[src/rtl/mem_access_pkg.sv]
// rtl/mem_access_pkg.sv - widths, memory op codes, FSM states and decode helpers for mem_access
package mem_access_pkg;

   localparam int DATA_WIDTH     = 32;
   localparam int ADDR_WIDTH     = 32;
   localparam int RDATA_WIDTH    = 32;
   localparam int RADDR_WIDTH    = 5;
   localparam int CSR_ADDR_WIDTH = 12;
   localparam int CNT_WIDTH      = 8;

   localparam logic [RDATA_WIDTH-1:0]    ZERO          = '0;
   localparam logic [RADDR_WIDTH-1:0]    ZERO_REG      = '0;
   localparam logic [CSR_ADDR_WIDTH-1:0] CSR_ZERO_ADDR = '0;

   typedef enum logic [3:0] {
      OP_NONE = 4'b0000,
      OP_LB   = 4'b0001,
      OP_LH   = 4'b0010,
      OP_LW   = 4'b0011,
      OP_LBU  = 4'b0100,
      OP_LHU  = 4'b0101,
      OP_SB   = 4'b0110,
      OP_SH   = 4'b0111,
      OP_SW   = 4'b1000
   } mem_op_e;

   typedef enum logic [1:0] {
      ST_IDLE = 2'd0,
      ST_REQ  = 2'd1,
      ST_DONE = 2'd2
   } state_e;

   // A load code paired with a store flag (or the reverse) is not a memory op.
   function automatic mem_op_e decode_op(input logic [3:0] code, input logic we);
      mem_op_e op;
      op = OP_NONE;
      case (code)
         4'b0001, 4'b0010, 4'b0011, 4'b0100, 4'b0101: if (!we) op = mem_op_e'(code);
         4'b0110, 4'b0111, 4'b1000:                   if (we)  op = mem_op_e'(code);
         default:                                     op = OP_NONE;
      endcase
      return op;
   endfunction

   function automatic logic is_store(input mem_op_e op);
      return (op == OP_SB) || (op == OP_SH) || (op == OP_SW);
   endfunction

   function automatic logic is_misaligned(input mem_op_e op, input logic [1:0] addr_lo);
      case (op)
         OP_LH, OP_LHU, OP_SH: return addr_lo[0];
         OP_LW, OP_SW:         return addr_lo != 2'b00;
         default:              return 1'b0;
      endcase
   endfunction

endpackage

[src/rtl/mem_access_align.sv]
// rtl/mem_access_align.sv - byte-lane placement for stores and lane extraction/extension for loads
module mem_align
   import mem_access_pkg::*;
(
   input  mem_op_e                 op,
   input  logic [1:0]              addr_lo,
   input  logic [DATA_WIDTH-1:0]   store_data,
   input  logic [DATA_WIDTH-1:0]   load_word,
   output logic [3:0]              be,
   output logic [DATA_WIDTH-1:0]   wdata,
   output logic [RDATA_WIDTH-1:0]  load_data
);

   logic [7:0]  sel_byte;
   logic [15:0] sel_half;

   // Byte enables, replicated store data and extended load value from op and address lane
   always_comb begin
      be        = 4'b0000;
      wdata     = '0;
      load_data = ZERO;
      sel_byte  = load_word[{addr_lo, 3'b000} +: 8];
      sel_half  = load_word[{addr_lo[1], 4'b0000} +: 16];

      case (op)
         OP_LB, OP_LBU, OP_SB: be = 4'b0001 << addr_lo;
         OP_LH, OP_LHU, OP_SH: be = addr_lo[1] ? 4'b1100 : 4'b0011;
         OP_LW, OP_SW:         be = 4'b1111;
         default:              be = 4'b0000;
      endcase

      case (op)
         OP_SB:   wdata = {4{store_data[7:0]}};
         OP_SH:   wdata = {2{store_data[15:0]}};
         OP_SW:   wdata = store_data;
         default: wdata = '0;
      endcase

      case (op)
         OP_LB:   load_data = {{(RDATA_WIDTH-8){sel_byte[7]}}, sel_byte};
         OP_LBU:  load_data = {{(RDATA_WIDTH-8){1'b0}}, sel_byte};
         OP_LH:   load_data = {{(RDATA_WIDTH-16){sel_half[15]}}, sel_half};
         OP_LHU:  load_data = {{(RDATA_WIDTH-16){1'b0}}, sel_half};
         OP_LW:   load_data = load_word;
         default: load_data = ZERO;
      endcase
   end

endmodule

[src/rtl/mem_access.sv]
// rtl/mem_access.sv - MEM stage: data-bus access FSM with stall, misalign and timeout handling
module mem_access
   import mem_access_pkg::*;
#(
   parameter int TIMEOUT = 255
)
(
   input  logic                      clk_in,
   input  logic                      reset_n_in,
   input  logic [RDATA_WIDTH-1:0]    reg_wdata_in,
   input  logic [RADDR_WIDTH-1:0]    reg_waddr_in,
   input  logic                      reg_we_in,
   input  logic [DATA_WIDTH-1:0]     mem_data_in,
   input  logic [ADDR_WIDTH-1:0]     mem_addr_in,
   input  logic                      mem_we_in,
   input  logic [3:0]                mem_op_in,
   input  logic                      csr_we_in,
   input  logic [RDATA_WIDTH-1:0]    csr_wdata_in,
   input  logic [CSR_ADDR_WIDTH-1:0] csr_waddr_in,
   output logic                      dbus_req_out,
   output logic                      dbus_we_out,
   output logic [ADDR_WIDTH-1:0]     dbus_addr_out,
   output logic [DATA_WIDTH-1:0]     dbus_wdata_out,
   output logic [3:0]                dbus_be_out,
   input  logic                      dbus_ack_in,
   input  logic [DATA_WIDTH-1:0]     dbus_rdata_in,
   output logic                      stall_req_out,
   output logic [RDATA_WIDTH-1:0]    reg_wdata_out,
   output logic [RADDR_WIDTH-1:0]    reg_waddr_out,
   output logic                      reg_we_out,
   output logic                      csr_we_out,
   output logic [RDATA_WIDTH-1:0]    csr_wdata_out,
   output logic [CSR_ADDR_WIDTH-1:0] csr_waddr_out,
   output logic                      misalign_out,
   output logic                      bus_err_out
);

   localparam logic [CNT_WIDTH-1:0] CNT_LAST = CNT_WIDTH'(TIMEOUT - 1);

   state_e                  state_q, state_d;
   mem_op_e                 op_q;
   mem_op_e                 op_in;
   logic                    mis_in;
   logic [ADDR_WIDTH-1:0]   addr_q;
   logic [DATA_WIDTH-1:0]   data_q;
   logic [DATA_WIDTH-1:0]   rdata_q;
   logic [CNT_WIDTH-1:0]    cnt_q;
   logic                    err_q;
   logic [3:0]              al_be;
   logic [DATA_WIDTH-1:0]   al_wdata;
   logic [RDATA_WIDTH-1:0]  al_load;

   assign op_in  = decode_op(mem_op_in, mem_we_in);
   assign mis_in = is_misaligned(op_in, mem_addr_in[1:0]);

   mem_align u_align (
      .op         (op_q),
      .addr_lo    (addr_q[1:0]),
      .store_data (data_q),
      .load_word  (rdata_q),
      .be         (al_be),
      .wdata      (al_wdata),
      .load_data  (al_load)
   );

   // FSM state register
   always_ff @(posedge clk_in or negedge reset_n_in) begin
      if (!reset_n_in) state_q <= ST_IDLE;
      else             state_q <= state_d;
   end

   // Next state: aligned op starts a bus access; ack or wait-count expiry ends it
   always_comb begin
      state_d = state_q;
      case (state_q)
         ST_IDLE: if (op_in != OP_NONE && !mis_in) state_d = ST_REQ;
         ST_REQ:  if (dbus_ack_in || cnt_q == CNT_LAST) state_d = ST_DONE;
         ST_DONE: state_d = ST_IDLE;
         default: state_d = ST_IDLE;
      endcase
   end

   // Access registers: latch the request in IDLE, then count waits and capture read data in REQ
   always_ff @(posedge clk_in or negedge reset_n_in) begin
      if (!reset_n_in) begin
         op_q    <= OP_NONE;
         addr_q  <= '0;
         data_q  <= '0;
         rdata_q <= '0;
         cnt_q   <= '0;
         err_q   <= 1'b0;
      end else begin
         case (state_q)
            ST_IDLE: begin
               if (state_d == ST_REQ) begin
                  op_q   <= op_in;
                  addr_q <= mem_addr_in;
                  data_q <= mem_data_in;
                  cnt_q  <= '0;
                  err_q  <= 1'b0;
               end
            end
            ST_REQ: begin
               if (dbus_ack_in)            rdata_q <= dbus_rdata_in;
               else if (cnt_q == CNT_LAST) err_q   <= 1'b1;
               else                        cnt_q   <= cnt_q + 1'b1;
            end
            default: ;
         endcase
      end
   end

   // Outputs: pass-through by default, bus drive only in REQ, load result and error in DONE
   always_comb begin
      dbus_req_out   = 1'b0;
      dbus_we_out    = 1'b0;
      dbus_be_out    = 4'b0000;
      dbus_addr_out  = '0;
      dbus_wdata_out = '0;
      stall_req_out  = 1'b0;
      misalign_out   = 1'b0;
      bus_err_out    = 1'b0;
      reg_wdata_out  = reg_wdata_in;
      reg_waddr_out  = reg_waddr_in;
      reg_we_out     = reg_we_in;
      csr_we_out     = csr_we_in;
      csr_wdata_out  = csr_wdata_in;
      csr_waddr_out  = csr_waddr_in;
      if (!reset_n_in) begin
         reg_wdata_out = ZERO;
         reg_waddr_out = ZERO_REG;
         reg_we_out    = 1'b0;
         csr_we_out    = 1'b0;
         csr_wdata_out = ZERO;
         csr_waddr_out = CSR_ZERO_ADDR;
      end else begin
         case (state_q)
            ST_IDLE: begin
               if (op_in != OP_NONE) begin
                  reg_we_out = 1'b0;
                  csr_we_out = 1'b0;
                  if (mis_in) misalign_out  = 1'b1;
                  else        stall_req_out = 1'b1;
               end
            end
            ST_REQ: begin
               dbus_req_out   = 1'b1;
               dbus_we_out    = is_store(op_q);
               dbus_be_out    = al_be;
               dbus_addr_out  = {addr_q[ADDR_WIDTH-1:2], 2'b00};
               dbus_wdata_out = al_wdata;
               stall_req_out  = 1'b1;
               reg_we_out     = 1'b0;
               csr_we_out     = 1'b0;
            end
            ST_DONE: begin
               if (err_q) begin
                  bus_err_out = 1'b1;
                  reg_we_out  = 1'b0;
               end else if (!is_store(op_q)) begin
                  reg_wdata_out = al_load;
               end
            end
            default: ;
         endcase
      end
   end

endmodule

[config.mk]
export PLATFORM = sky130hd
export DESIGN_NAME = mem_access
export DESIGN_NICKNAME = d
export VERILOG_FILES = /design/src/rtl/mem_access_pkg.sv /design/src/rtl/mem_access_align.sv /design/src/rtl/mem_access.sv
export SDC_FILE = /design/constraint.sdc
export NUM_CORES = 1
export LEC_CHECK = 0
export ABC_AREA = 1
export CORE_UTILIZATION = 38
export CTS_CLUSTER_SIZE = 24
export DETAILED_ROUTE_END_ITERATION = 7
export PLACE_DENSITY = 0.87
export SLEW_MARGIN = 40
export SYNTH_ARGS = -nofsm -noshare
export SYNTH_HDL_FRONTEND = slang
export SYNTH_SLANG_ARGS = --single-unit
[constraint.sdc]
create_clock -name clk_in -period 2.7 [get_ports clk_in]
set_input_delay 0.81 -clock clk_in [delete_from_list [all_inputs] [get_ports clk_in]]
set_output_delay 0.81 -clock clk_in [all_outputs]
set_load 0.005 [all_outputs]
# After elaboration in Yosys (flattened, before gate mapping)
# Cells that the tools add are included.
# op_classes
n_addsub	1
eq_ne	29
n_shift	3
mux	54
n_reduce_logical	20
# ops
operator	n
two-way mux 32 bit	9
case mux 32 bit (5 select lines)	1
case mux 32 bit (3 select lines)	1
equality test 4 x 3 -> 1 bit (second input constant)	10
variable part select 32 x 6 -> 16 bit	1
variable part select 32 x 6 -> 8 bit	1
equality test 4 x 2 -> 1 bit (second input constant)	6
two-way mux 8 bit	3
two-way mux 1 bit	22
two-way mux 4 bit	5
case mux 8 bit (2 select lines)	1
equality test 4 bit (second input constant)	3
two-way mux 12 bit	1
case mux 4 bit (3 select lines)	1
OR reduction 3 bit	4
adder 8 x 1 -> 8 bit (second input constant)	1
equality test 4 x 1 -> 1 bit (second input constant)	2
equality test 8 bit (second input constant)	1
!= test 2 bit (second input constant)	4
case mux 1 bit (2 select lines)	4
case mux 4 bit (2 select lines)	1
AND reduction 4 bit	2
two-way mux 5 bit	1
OR reduction 5 bit	1
other kinds (14)	21
# word_totals
register_bits	111
in_bits	187
output_inout_bits	156
wordCells	114

# Logic depth before layout (Yosys ltp)
# depth
word_depth	13
ltp_mapped	15
ltp_nobuf	13

# By module
# Synthesis repeated with hierarchy kept, for this count alone.
# unflattened
hier_cells	1204
area_unflattened_um2	7770.0
# modules_own_cells
mod	instances	cells_each	area_each_um2	seq_area_each_um2
mem_access	1	849	6193.4	2777.7
mem_align	1	355	1576.5	0.0

# Worst setup path after synthesis
# OpenSTA, ideal clock, no wires.
# synth_timing
kind	input to output
start	input mem_we_in
end	output stall_req_out
t_arrival_ns	1.858
required_time_ns	1.890
setup_slack_ns	0.032
path_stages	11
path_cell_list	buf_2 -> inv_1 -> nand4_1 -> nand2_1 -> nand2_1 -> nand3_1 -> nand2_1 -> nand2_1 -> nand2_2 -> clkbuf_1 -> a21oi_1
# synth_via
elab_chain_cells	9
word_cells_on_any_way	16
cone_classes	eq/ne: 5; mux: 8; reduce/logical: 3
# synth_lines
element	line_no	rtl
from (decl)	mem_access.sv:15	input logic mem_we_in,
two-way mux 4 bit (on tied branches)	mem_access_pkg.sv:39, mem_access_pkg.sv:38	
case mux 4 bit (2 select lines) *	mem_access_pkg.sv:37	case (code)
equality test 4 x 2 -> 1 bit, or another cell as far along	mem_access_pkg.sv:50	case (op)
OR reduction 3 bit or OR reduction 2 bit (tied branches)	mem_access_pkg.sv:50	
case mux 1 bit (2 select lines)	mem_access_pkg.sv:50	
two-way mux 1 bit	mem_access.sv:142	if (mis_in) misalign_out = 1'b1;
two-way mux 1 bit *	mem_access.sv:139	if (op_in != OP_NONE) begin
case mux 1 bit (2 select lines) *	mem_access.sv:137	case (state_q)
two-way mux 1 bit *	mem_access.sv:129	if (!reset_n_in) begin
to (decl)	mem_access.sv:27	output logic stall_req_out,
# Mark *: on every way between the ends. The rest lies on a longest branch, timed or not.

# Worst setup path in the final report
# layout_timing
start	register op_q[2]
end	output reg_wdata_out[11]
# layout_via
elab_chain_cells	7
word_cells_on_any_way	15
cone_classes	eq/ne: 8; mux: 5; reduce/logical: 2
# layout_lines
element	line_no	rtl
from (decl)	mem_access.sv:41	mem_op_e op_q;
from (signal assigned)	mem_access.sv:96	op_q <= op_in;
parallel branches: the longest is 3 deep, another holds case mux 32 bit (5 select lines)	n/a	
two-way mux 32 bit *	mem_access.sv:160	end else if (!is_store(op_q)) begin
two-way mux 32 bit *	mem_access.sv:157	if (err_q) begin
two-way mux 32 bit *	mem_access.sv:137	
two-way mux 32 bit *	mem_access.sv:129	
to (decl)	mem_access.sv:28	output logic [RDATA_WIDTH-1:0] reg_wdata_out,
# Every way passes the cells marked *.

==> out/summary.txt <==
Status = finished with violations
Failing checks = DRC, setup timing
Clk_lat worst skew = 0.35 ns
Post-CTS Hold Fix Bufs = 0
Clock Pin Slew Worst Setup and Hold Paths = 0.07 ns
Post-route cell area = 13100 um2
P_leak = 7.34 nW
Worst-Margin Slew = 0.620 ns
Critical-path cell list = buf_6 -> nor2_4 -> nand2_4 -> buf_4 -> buf_4 -> a21oi_4 -> buf_12 -> buf_8 -> buf_6 -> nand2_1 -> a21oi_1 -> buf_2
Cells after synthesis = 1057
CP Capture Type = output port
Grt met2 use = 0.545
Critical path data required time = 1.89 ns
RD Place Congestion = 0.923
Most crowded layer after global routing = met2
Critical path fanouts, max = 8
DRC Markers = 50
Synthesis warning total = 0
Initial Utilization = 0.390
ANT nets after route = 0
Die area = 19100 um2
CP max stage delay = 0.41 ns
Final core occ = 0.726
Startpoint Class = register
Die W = 138 um
Hpwl dp = 20.4 mm
Slew headroom = 0.586
Max-Cap Viols = 0
Synthesized area = 7060 um2
Clock skew = 0.00546 ns
Initial antenna violation count = 2
Via count of the first global-routing pass = 9070
Setup WS post-layout = -0.362 ns
Top Ports = 343
Largest net degree at the start of global routing = 68
Met1 Use GR = 0.344
Clock Path Buffers = 2
Area Overhead vs Synth = 85.9%
Max-slew violations = 0
Clk network pwr share = 0.152
Total power = 8.11 mW
Final setup fails = 72
Layout cell share with drive strength beyond 1 = 0.317
Library cells used by synthesis = 41
Sequential-to-total area share from yosys stat = 0.394
Core Box Area = 18100 um2
Clock root buffer master = clkbuf_16
Port Buffers = 340
Clock Sinks = 111
Vias per cell = 5.17
Drt pass-1 iters = 7
Starting DRC count in detailed routing = 655
Aggregate routed wire length = 30.6 mm
Via count = 9139
Critical path data arrival time = 2.25 ns
Net Sw Frac = 0.396
RR Endpoint = rdata_q[31]
P_sw = 3.21 mW
Hold Path Class = primary input to asynchronous set/reset pin
Internal power = 4.90 mW
Post-route clock period utilization = 1.13
Setup slack, reg-to-reg = 0.57 ns
First-pass GRT wire length = 46.5 mm
RSZ-0062 raised after global routing = true
Setup CP Type = register to output port
Crit-path slowest cell = dfrtp_1
Comb power frac = 0.494
Met3 usage in global routing = 0.0606
Avg Synthesized Cell Area = 6.68 um2
Die Height = 138 um
Number of buffers created by CTS = 9
Post-Place Cell Area = 11400 um2
Net count, final = 1724
Clock period minus worst slack = 3.06 ns
Row count = 49
Wire length per cell = 17.3 um
Critical R2R Launch = state_q[0]
WHS = 0.379 ns
Max Fclk = 0.327 GHz
Synthesized flop and latch total = 111
H-tree depth = 3
Peak VDD IR = 0.395 mV
Hold Vio Cnt, Final = 0
Sequential Power Share = 0.353
Total GRT Usage = 0.306
Reg2Reg Depth = 10
Remaining global-route overflow = 0
TritonCTS clock tree = done
Pwr Density = 618 nW/um2
==> logic make-up (layout without fill, tap and decap cells) <==
group | count (synthesis) | in the layout | synth area share
AOI/OAI and AO/OA | 132 | 132 | 0.114
muxes | 26 | 26 | 0.0415
adders and majority gates | 2 | 2 | 0.00354
DFF | 111 | 111 | 0.394
and+or+nand+nor | 587 | 587 | 0.331
other | 1 | 4 | 0.000531
buffers and inverters | 192 | 672 | 0.108
xor gates and xnor gates | 6 | 6 | 0.00745
==> synthesized netlist by cell type <==
cell / n / share of area
ha_1: 2 / 0.0035
buf_4: 3 / 0.0032
nor2_2: 1 / 0.00089
a221oi_1: 1 / 0.0012
o21a_1: 1 / 0.0011
nor3_1: 11 / 0.0078
nand2_2: 1 / 0.00089
o221ai_1: 2 / 0.0025
mux2_2: 26 / 0.041
o31ai_2: 2 / 0.0035
dfrtp_1: 111 / 0.39
buf_2: 19 / 0.013
nand2_1: 440 / 0.23
a21oi_4: 1 / 0.0023
buf_6: 1 / 0.0016
o21bai_1: 1 / 0.0011
o22ai_1: 1 / 0.00089
o21ai_1: 6 / 0.0043
nand4_1: 5 / 0.0044
o31ai_1: 6 / 0.0064
inv_1: 127 / 0.068
conb_1: 1 / 0.00053
o211ai_1: 9 / 0.0096
clkbuf_1: 29 / 0.015
a31oi_1: 2 / 0.0018
xor2_1: 6 / 0.0074
o21ai_0: 46 / 0.033
o2111ai_1: 2 / 0.0025
o211ai_2: 1 / 0.0018
a22oi_1: 3 / 0.0032
nor2_1: 77 / 0.041
nand3_1: 46 / 0.033
nand3b_1: 1 / 0.0011
inv_2: 9 / 0.0048
nand2_4: 1 / 0.0016
a41oi_1: 2 / 0.0025
buf_1: 4 / 0.0021
a21oi_1: 40 / 0.028
o211a_1: 6 / 0.0085
nor3_4: 1 / 0.0023
nor2_4: 3 / 0.0048
==> area by class of cell <==
class                      count  area [um2]
timing repair buffer         521        5040
sequential                   111        2780
clock buffer                  10         229
timing repair inverter         1        6.26
fill                        1319        4960
tap                          229         287
clock inverter                 4        25.0
inverter                     136         537
antenna                        2        5.00
multi-input combinational    755        4220
==> power by group through the flow <==
| stage | sequential (mW) | combinational (mW) | clock, mW |
|---|---|---|---|
| after floorplan | 2.62 | 1.61 | 0 |
| after global placement | 2.78 | 2.99 | 0 |
| after detailed placement | 2.80 | 3.09 | 0 |
| after CTS | 2.80 | 3.69 | 1.24 |
| after global routing | 2.92 | 4.34 | 1.32 |
| final | 2.87 | 4.01 | 1.24 |
==> what timing repair did <==
action,CTS,global route
setup endpoints to repair,229,134
cloned,8,1
pin swaps,63,80
gates resized for setup,525,192
setup buffers,54,18
==> worst max-delay path, delay by kind of cell, from the launching register on <==
family          cells  cell delay [ns]
buf+inv             7             0.89
flops               1             0.41
compound gates      2             0.31
simple gates        3             0.28
==> state kept, by name (all words and copies together) (netlist names) <==
name / count
addr_q: 32
state_q: 2
data_q: 32
err_q: 1
cnt_q: 8
rdata_q: 32
op_q: 4
==> worst max-delay path by stage <==
stage                             from                end  slack [ns]  depth (start not counted)
final                          op_q[2]  reg_wdata_out[11]       -0.36                         12
after global placement    mem_op_in[1]         reg_we_out       -0.97                         11
after global routing           op_q[2]  reg_wdata_out[11]       -0.44                         12
after CTS                      op_q[2]  reg_wdata_out[10]       -0.26                         13
after detailed placement  mem_op_in[1]         reg_we_out       -1.09                         11
after floorplan              mem_we_in      stall_req_out        0.03                         11
==> layout by cell type (no fill, tap or decap), drive strengths merged, types with 2 or more instances in the layout <==
master         count
dlygate4sd2       33
o211a              6
dfrtp            111
nand4              5
clkinvlp           3
o31ai              8
xor2               6
o2111ai            2
dlymetal6s2s      34
inv              135
nor3              12
nor2              81
buf              254
o21ai             52
a41oi              2
clkdlybuf4s15      2
clkinv             3
o211ai            10
nand3             46
clkbuf            22
diode              2
a31oi              2
clkdlybuf4s50    185
a21oi             41
conb               2
o221ai             2
ha                 2
nand2            442
mux2              26
a22oi              3
==> metrics by stage <==
| stage | std cells | worst slack [ns] | setup TNS, ns |
|---|---|---|---|
| 6_report | 1769 | -0.362 | -11.76 |
| 5_1_grt | 1769 | -0.445 | -17.62 |
| 4_1_cts | 1751 | -0.261 | -9.23 |
| 3_5_place_dp | 1676 | -1.09 | -78.21 |
| 3_3_place_gp | 1676 | -0.966 | -65.47 |
| 2_1_floorplan | 1058 | 0.0324 | 0 |
==> per-layer routing <==
layer | up-vias | share of wire | routed length, um
li1 | 4238 | - | -
met3 | 102 | 0.071 | 2190
met2 | 467 | 0.51 | 15600
met5 | - | 0 | 0
met4 | 0 | 0.050 | 1530
met1 | 4332 | 0.37 | 11300
Note: power is estimated with default switching activity, not from simulation.
